## src/rtl/balance_seq_pkg.sv

```systemverilog
// Shared types and default timing constants for the ride sequencer.
package balance_seq_pkg;

  typedef enum logic [2:0] {
    OFF     = 3'd0,
    IDLE    = 3'd1,
    SETTLE  = 3'd2,
    RIDE    = 3'd3,
    OVERSPD = 3'd4,
    SHUTDN  = 3'd5
  } seq_state_t;

  localparam int SETTLE_VLD_DEF = 256;
  localparam int TF_CLR_VLD_DEF = 64;
  localparam int BEEP_DIV_DEF   = 2048;
  localparam int IDLE_TO_DEF    = 2 ** 24;
  localparam int CNT_W          = 8;

  // Simulation builds shrink the long waits by 16x so runs stay short.
  function automatic int scale_time(input int val, input bit fast);
    return fast ? (val / 16) : val;
  endfunction

endpackage

```

## src/rtl/balance_seq_piezo_gen.sv

```systemverilog
// Piezo square-wave generator: toggles every BEEP_DIV cycles while enabled,
// held low with the divider cleared while disabled.
module piezo_gen #(
  parameter int BEEP_DIV = 2048
) (
  input  logic clk,
  input  logic rst_n,
  input  logic en,
  output logic piezo
);

  localparam int DIV_W = (BEEP_DIV > 1) ? $clog2(BEEP_DIV) : 1;
  localparam logic [DIV_W-1:0] DIV_LAST = DIV_W'(BEEP_DIV - 1);

  logic [DIV_W-1:0] div_reg;

  // Divider and toggle flop; disabling restarts the half-period from zero.
  always_ff @(posedge clk or negedge rst_n) begin
    if (!rst_n) begin
      div_reg <= '0;
      piezo   <= 1'b0;
    end else if (!en) begin
      div_reg <= '0;
      piezo   <= 1'b0;
    end else if (div_reg == DIV_LAST) begin
      div_reg <= '0;
      piezo   <= ~piezo;
    end else begin
      div_reg <= div_reg + 1'b1;
    end
  end

endmodule

```

## src/rtl/balance_seq.sv

```systemverilog
// Segway ride sequencer: gates the balance controller on rider presence,
// settle time, overspeed and low battery, and drives the piezo warning.
// Optional macro AUTO_OFF_EN adds an idle auto power-off timer (IDLE_TO).
module balance_seq
  import balance_seq_pkg::*;
#(
  parameter bit fast_sim   = 1'b0,
  parameter int SETTLE_VLD = SETTLE_VLD_DEF,
  parameter int TF_CLR_VLD = TF_CLR_VLD_DEF,
  parameter int BEEP_DIV   = BEEP_DIV_DEF
`ifdef AUTO_OFF_EN
  ,
  parameter int IDLE_TO    = IDLE_TO_DEF
`endif
) (
  input  logic       clk,
  input  logic       rst_n,
  input  logic       pwr_btn,
  input  logic       vld,
  input  logic       rider_off,
  input  logic       en_steer_req,
  input  logic       too_fast,
  input  logic       batt_low,
  output logic       pwr_up,
  output logic       en_steer,
  output logic       piezo,
  output logic [2:0] seq_state
);

  localparam int SETTLE_N = scale_time(SETTLE_VLD, fast_sim);
  localparam int TF_N     = scale_time(TF_CLR_VLD, fast_sim);
  localparam int BEEP_N   = scale_time(BEEP_DIV, fast_sim);

  localparam logic [CNT_W-1:0] SETTLE_LAST = CNT_W'(SETTLE_N - 1);
  localparam logic [CNT_W-1:0] TF_LAST     = CNT_W'(TF_N - 1);

  seq_state_t       state_reg, state_next;
  logic [CNT_W-1:0] cnt_reg, cnt_next, cnt_inc;
  logic             btn_q_reg;
  logic             btn_edge;
  logic             stop_req;
  logic             idle_expired;
  logic             pwr_up_reg, en_steer_reg;
  logic             beep_en;

  assign btn_edge = pwr_btn & ~btn_q_reg;
  assign stop_req = btn_edge | batt_low;
  assign cnt_inc  = (cnt_reg == {CNT_W{1'b1}}) ? cnt_reg : cnt_reg + 1'b1;

`ifdef AUTO_OFF_EN
  logic [23:0] idle_tmr_reg;

  // Idle timer: runs only while sitting in IDLE with nobody on board.
  always_ff @(posedge clk or negedge rst_n) begin
    if (!rst_n) begin
      idle_tmr_reg <= '0;
    end else if ((state_reg == IDLE) && rider_off) begin
      idle_tmr_reg <= idle_tmr_reg + 1'b1;
    end else begin
      idle_tmr_reg <= '0;
    end
  end

  assign idle_expired = (idle_tmr_reg == 24'(IDLE_TO - 1));
`else
  assign idle_expired = 1'b0;
`endif

  // Button history resets high so a button held through reset is not a press.
  always_ff @(posedge clk or negedge rst_n) begin
    if (!rst_n) begin
      btn_q_reg <= 1'b1;
    end else begin
      btn_q_reg <= pwr_btn;
    end
  end

  // Next-state and shared count; rider_off outranks everything, including vld.
  always_comb begin
    state_next = state_reg;
    cnt_next   = cnt_reg;
    case (state_reg)
      OFF: begin
        if (btn_edge) state_next = IDLE;
      end
      IDLE: begin
        if (stop_req)          state_next = OFF;
        else if (!rider_off)   state_next = SETTLE;
        else if (idle_expired) state_next = OFF;
      end
      SETTLE: begin
        if (rider_off)     state_next = IDLE;
        else if (stop_req) state_next = SHUTDN;
        else if (vld) begin
          if (cnt_reg == SETTLE_LAST) state_next = RIDE;
          else                        cnt_next   = cnt_inc;
        end
      end
      RIDE: begin
        if (rider_off)     state_next = IDLE;
        else if (stop_req) state_next = SHUTDN;
        else if (too_fast) state_next = OVERSPD;
      end
      OVERSPD: begin
        if (rider_off)     state_next = IDLE;
        else if (stop_req) state_next = SHUTDN;
        else if (too_fast) cnt_next   = '0;
        else if (vld) begin
          if (cnt_reg == TF_LAST) state_next = RIDE;
          else                    cnt_next   = cnt_inc;
        end
      end
      SHUTDN: begin
        if (rider_off) state_next = OFF;
      end
      default: begin
        state_next = OFF;
      end
    endcase
    if (state_next != state_reg) cnt_next = '0;
  end

  // State, count and registered outputs, all derived from the next state.
  always_ff @(posedge clk or negedge rst_n) begin
    if (!rst_n) begin
      state_reg    <= OFF;
      cnt_reg      <= '0;
      pwr_up_reg   <= 1'b0;
      en_steer_reg <= 1'b0;
    end else begin
      state_reg    <= state_next;
      cnt_reg      <= cnt_next;
      pwr_up_reg   <= (state_next != OFF);
      en_steer_reg <= (state_next == RIDE) & en_steer_req;
    end
  end

  assign beep_en = (state_next == OVERSPD) || (state_next == SHUTDN);

  piezo_gen #(
    .BEEP_DIV(BEEP_N)
  ) u_piezo (
    .clk  (clk),
    .rst_n(rst_n),
    .en   (beep_en),
    .piezo(piezo)
  );

  assign pwr_up    = pwr_up_reg;
  assign en_steer  = en_steer_reg;
  assign seq_state = state_reg;

endmodule

```

## config.mk

```make
export PLATFORM = sky130hd
export DESIGN_NAME = balance_seq
export DESIGN_NICKNAME = d
export VERILOG_FILES = /design/src/rtl/balance_seq_pkg.sv /design/src/rtl/balance_seq_piezo_gen.sv /design/src/rtl/balance_seq.sv
export SDC_FILE = /design/constraint.sdc
export NUM_CORES = 1
export LEC_CHECK = 0
export CORE_MARGIN = 3
export CORE_UTILIZATION = 50
export CTS_CLUSTER_SIZE = 16
export DETAILED_ROUTE_END_ITERATION = 8
export GPL_TIMING_DRIVEN = 0
export PLACE_DENSITY = 0.85
export SETUP_SLACK_MARGIN = 0.3
export SLEW_MARGIN = 20
export SYNTH_ARGS = -nofsm -noshare
export SYNTH_HDL_FRONTEND = slang
export SYNTH_SLANG_ARGS = --single-unit
```

## constraint.sdc

```tcl
create_clock -name clk -period 2.3 [get_ports clk]
set_input_delay 0.46 -clock clk [delete_from_list [all_inputs] [get_ports clk]]
set_output_delay 0.46 -clock clk [all_outputs]
set_load 0.01 [all_outputs]
```

==> impl_metrics.csv <==
group,metric,value,unit
outcome,outcome,"complete, but fails checks",
outcome,violated_checks,"setup timing",
floorplanning,total_die_area,3650,µm²
timing,tightest_slew,0.577,ns
timing,grt_setup_unrepaired,"true",
placed_design,gp_congestion,0.901,
logic_synthesis,mappedNetlistNets,168,
floorplanning,initial_core_util,53.2,%
timing,finalCriticalPeriod,2.31,ns
timing,final_min_period_over_clock_period,100,%
critical_path,rrSetupSlack,0.01,ns
timing,setup_tns,-0.0256,ns
finish,num_antenna_cells,0,
critical_path,timing.reg2reg.worst_path_depth,7,
flow_run,maximum_capacitance_violations,0,
critical_path,crit_path_capture_type,"flip-flop",
finish,filler_cell_count,225,
floorplanning,placeableCoreArea,2780,µm²
logic_synthesis,yosysWarningCount,0,
floorplanning,row_count,19,
logic_synthesis,yosysUniqueCellTypes,45,
drt,drt_iter0_markers,108,
floorplanning,dieWidth,60.4,µm
logic_synthesis,synth_area_per_cell,9.36,µm²
critical_path,cp-start-kind,"input port",
drt,avgViaCountPerCell,6.27,
finish,drive_above_1_share,18.9,%
critical_path,worst-endpoint-arrival,2.58,ns
finish,areaGrowthSynthToFinish,24.3,%
timing,slew_headroom,61.2,%
critical_path,r2r-end,"cnt_reg[3]",
global_routing,grt_antenna_before_repair,0,
power,p_leak,0.747,nW
clock_tree,clk_transition_reported_paths,0.14,ns
clock_tree,clock_tree_from_tritoncts,"built",
global_routing,grt_start_max_net_pins,27,
drt,route.vias.total,1355,
logic_synthesis,netlist_instances,158,
floorplanning,ioPinCount,14,
drt,remaining_drc_errors,0,
logic_synthesis,asyncSetResetFlopFracSynth,100,%
timing,report.final.hold_viol_count,0,
hold_path,holdCritPathClass,"input port to async pin",
power,peakVddDrop,0.000698,V
global_routing,grt_total_ovfl,0,
timing,timing.final.max_slew_violations,0,
power,power-per-cell-area,719,nW/µm²
finish,final_core_utilization,66.1,%
critical_path,critPathCapture,"cnt_reg[3]",
placed_design,placed_cell_area,1660,µm²
logic_synthesis,ys_ff_latch,26,
logic_synthesis,ys.flop_type,"sky130_fd_sc_hd__dfrtp_1",
critical_path,timing_worst_setup_path_type,"input port to flip-flop",
critical_path,worst_r2r_startpoint,"btn_q_reg",
global_routing,grt_pass1_vias,1347,
clock_tree,worst_skew_pair.late_latency,0.32,ns
placed_design,buffer_ports.inserted,13,
drt,routed_wl,3620,µm
drt,drt-wirelength-per-cell,16.8,µm
placed_design,detailed_place_hpwl,2390,µm
clock_tree,postCtsHoldBufs,0,
timing,fin_hold_ws,0.103,ns
timing,clock-skew-final,0.00163,ns
timing,finalSetupViolations,5,
critical_path,path_max_fanout,8,
clock_tree,clock_tree.buffer_depth,2,
finish,layout.cell_area.non_filler,1840,µm²
clock_tree,clock_sinks,26,
critical_path,cp.required,2.57,ns
clock_tree,cts_root_buffer,"sky130_fd_sc_hd__clkbuf_4",
critical_path,worstSetupStartpoint,"rider_off",
timing,setup_ws,-0.0113,ns
floorplanning,die_y,60.4,µm
logic_synthesis,synth-seq-area-share,44.1,%
logic_synthesis,synth_enable_flop_cells,0,
drt,drt_pass1_iterations,4,
global_routing,grt_first_pass_wirelength,6040,µm
global_routing,globalRouteTotalUtil,21.9,%
finish,fin_nets,196,
logic_synthesis,synthesis.area,1480,µm²
clock_tree,cts_made_buffers,3,
finish,largest_reg_flops,11,
drt,number_of_nets_with_antenna_violations_after_routing,0,
clock_tree,htree_levels,1,
timing,fmaxAchievable,0.433,GHz
-- worst max-delay path, cell delays in order --
cell                              delay, ns
sky130_fd_sc_hd__clkdlybuf4s15_1       0.31
sky130_fd_sc_hd__inv_2                 0.11
sky130_fd_sc_hd__or4_4                 0.49
sky130_fd_sc_hd__a221o_1               0.35
sky130_fd_sc_hd__a311o_1               0.32
sky130_fd_sc_hd__a221oi_4              0.20
sky130_fd_sc_hd__buf_6                 0.16
sky130_fd_sc_hd__o221a_1               0.17
-- stage by stage --
step                      setup WS (ns)  std cells  power, mW
after floorplan                   0.122        158      0.766
after global placement           -0.614        202      0.884
after detailed placement         -0.660        202      0.897
after CTS                        0.0105        214       1.29
after global routing            -0.0685        216       1.39
final                           -0.0113        216       1.32
-- metal layers --
metal	global-route usage (%)	up-vias	share of wire, %
met5	0	-	0
met1	27.8	667	40
li1	-	641	-
met3	5.11	6	5.2
met4	6.01	0	1.8
met2	37.5	41	53
-- Yosys cell counts (all sizes together) (3+ instances only) --
master | n | share of area, %
xor2 | 6 | 3.6
xnor2 | 4 | 2.4
o221a | 5 | 3.8
nor2 | 26 | 6.6
nand3 | 13 | 4.4
or3 | 4 | 1.8
a21oi | 4 | 1.4
nand2 | 8 | 2.0
o21ai | 7 | 2.4
a31oi | 5 | 2.1
nor3 | 3 | 1.0
dfrtp | 25 | 42
inv | 5 | 1.3
and3 | 7 | 3.1
-- worst min path at each step --
stage                                   from            endpoint  slack (ns)
final                                  rst_n        seq_state[2]        0.10
after global routing                   rst_n  u_piezo.div_reg[6]        0.13
after CTS                            pwr_btn           btn_q_reg        0.36
after floorplan                        rst_n          cnt_reg[0]        0.16
after detailed placement  u_piezo.div_reg[0]  u_piezo.div_reg[0]        0.45
after global placement    u_piezo.div_reg[0]  u_piezo.div_reg[0]        0.44
-- repair_timing --
action | 4_1_cts | 5_1_grt
pin swaps | 7 | 3
resized for setup | 13 | 3
cloned | 1 | 0
buffers inserted | 7 | 2
endpoints found under the setup margin | 20 | 18
-- where the power goes --
group	switching [mW]	total (mW)	internal, mW
clock network	0.137	0.314	0.176
logic	0.244	0.501	0.257
registers	0.0199	0.506	0.487
total	0.401	1.32	0.920
-- kinds of logic after synthesis --
family	synth area share, %
flops	44.1
simple gates	27.0
fa+ha+maj	1.69
buf+inv	3.21
xor+xnor	5.92
compound gates	18.1
-- cell type report --
| cell class | count | area (µm²) | share of cell area (%) |
|---|---|---|---|
| Inverter | 5 | 18.8 | 1.02 |
| Sequential cell | 26 | 652 | 35.5 |
| Multi-Input combinational cell | 123 | 837 | 45.5 |
| Tap cell | 31 | 38.8 | 2.11 |
| Clock inverter | 1 | 30.0 | 1.63 |
| Buffer | 4 | 28.8 | 1.57 |
| Timing Repair Buffer | 23 | 210 | 11.4 |
| Clock buffer | 3 | 22.5 | 1.23 |
-- layout by cell type (no fill, tap or decap), drive strengths merged, types with 6 or more instances in the layout --
master and instances:
buf 11, xor2 6, clkdlybuf4s50 9, o21ai 7
and3 7, dfrtp 25, nand3 13, nor2 26
nand2 8
Note: power is estimated with default switching activity, not from simulation.
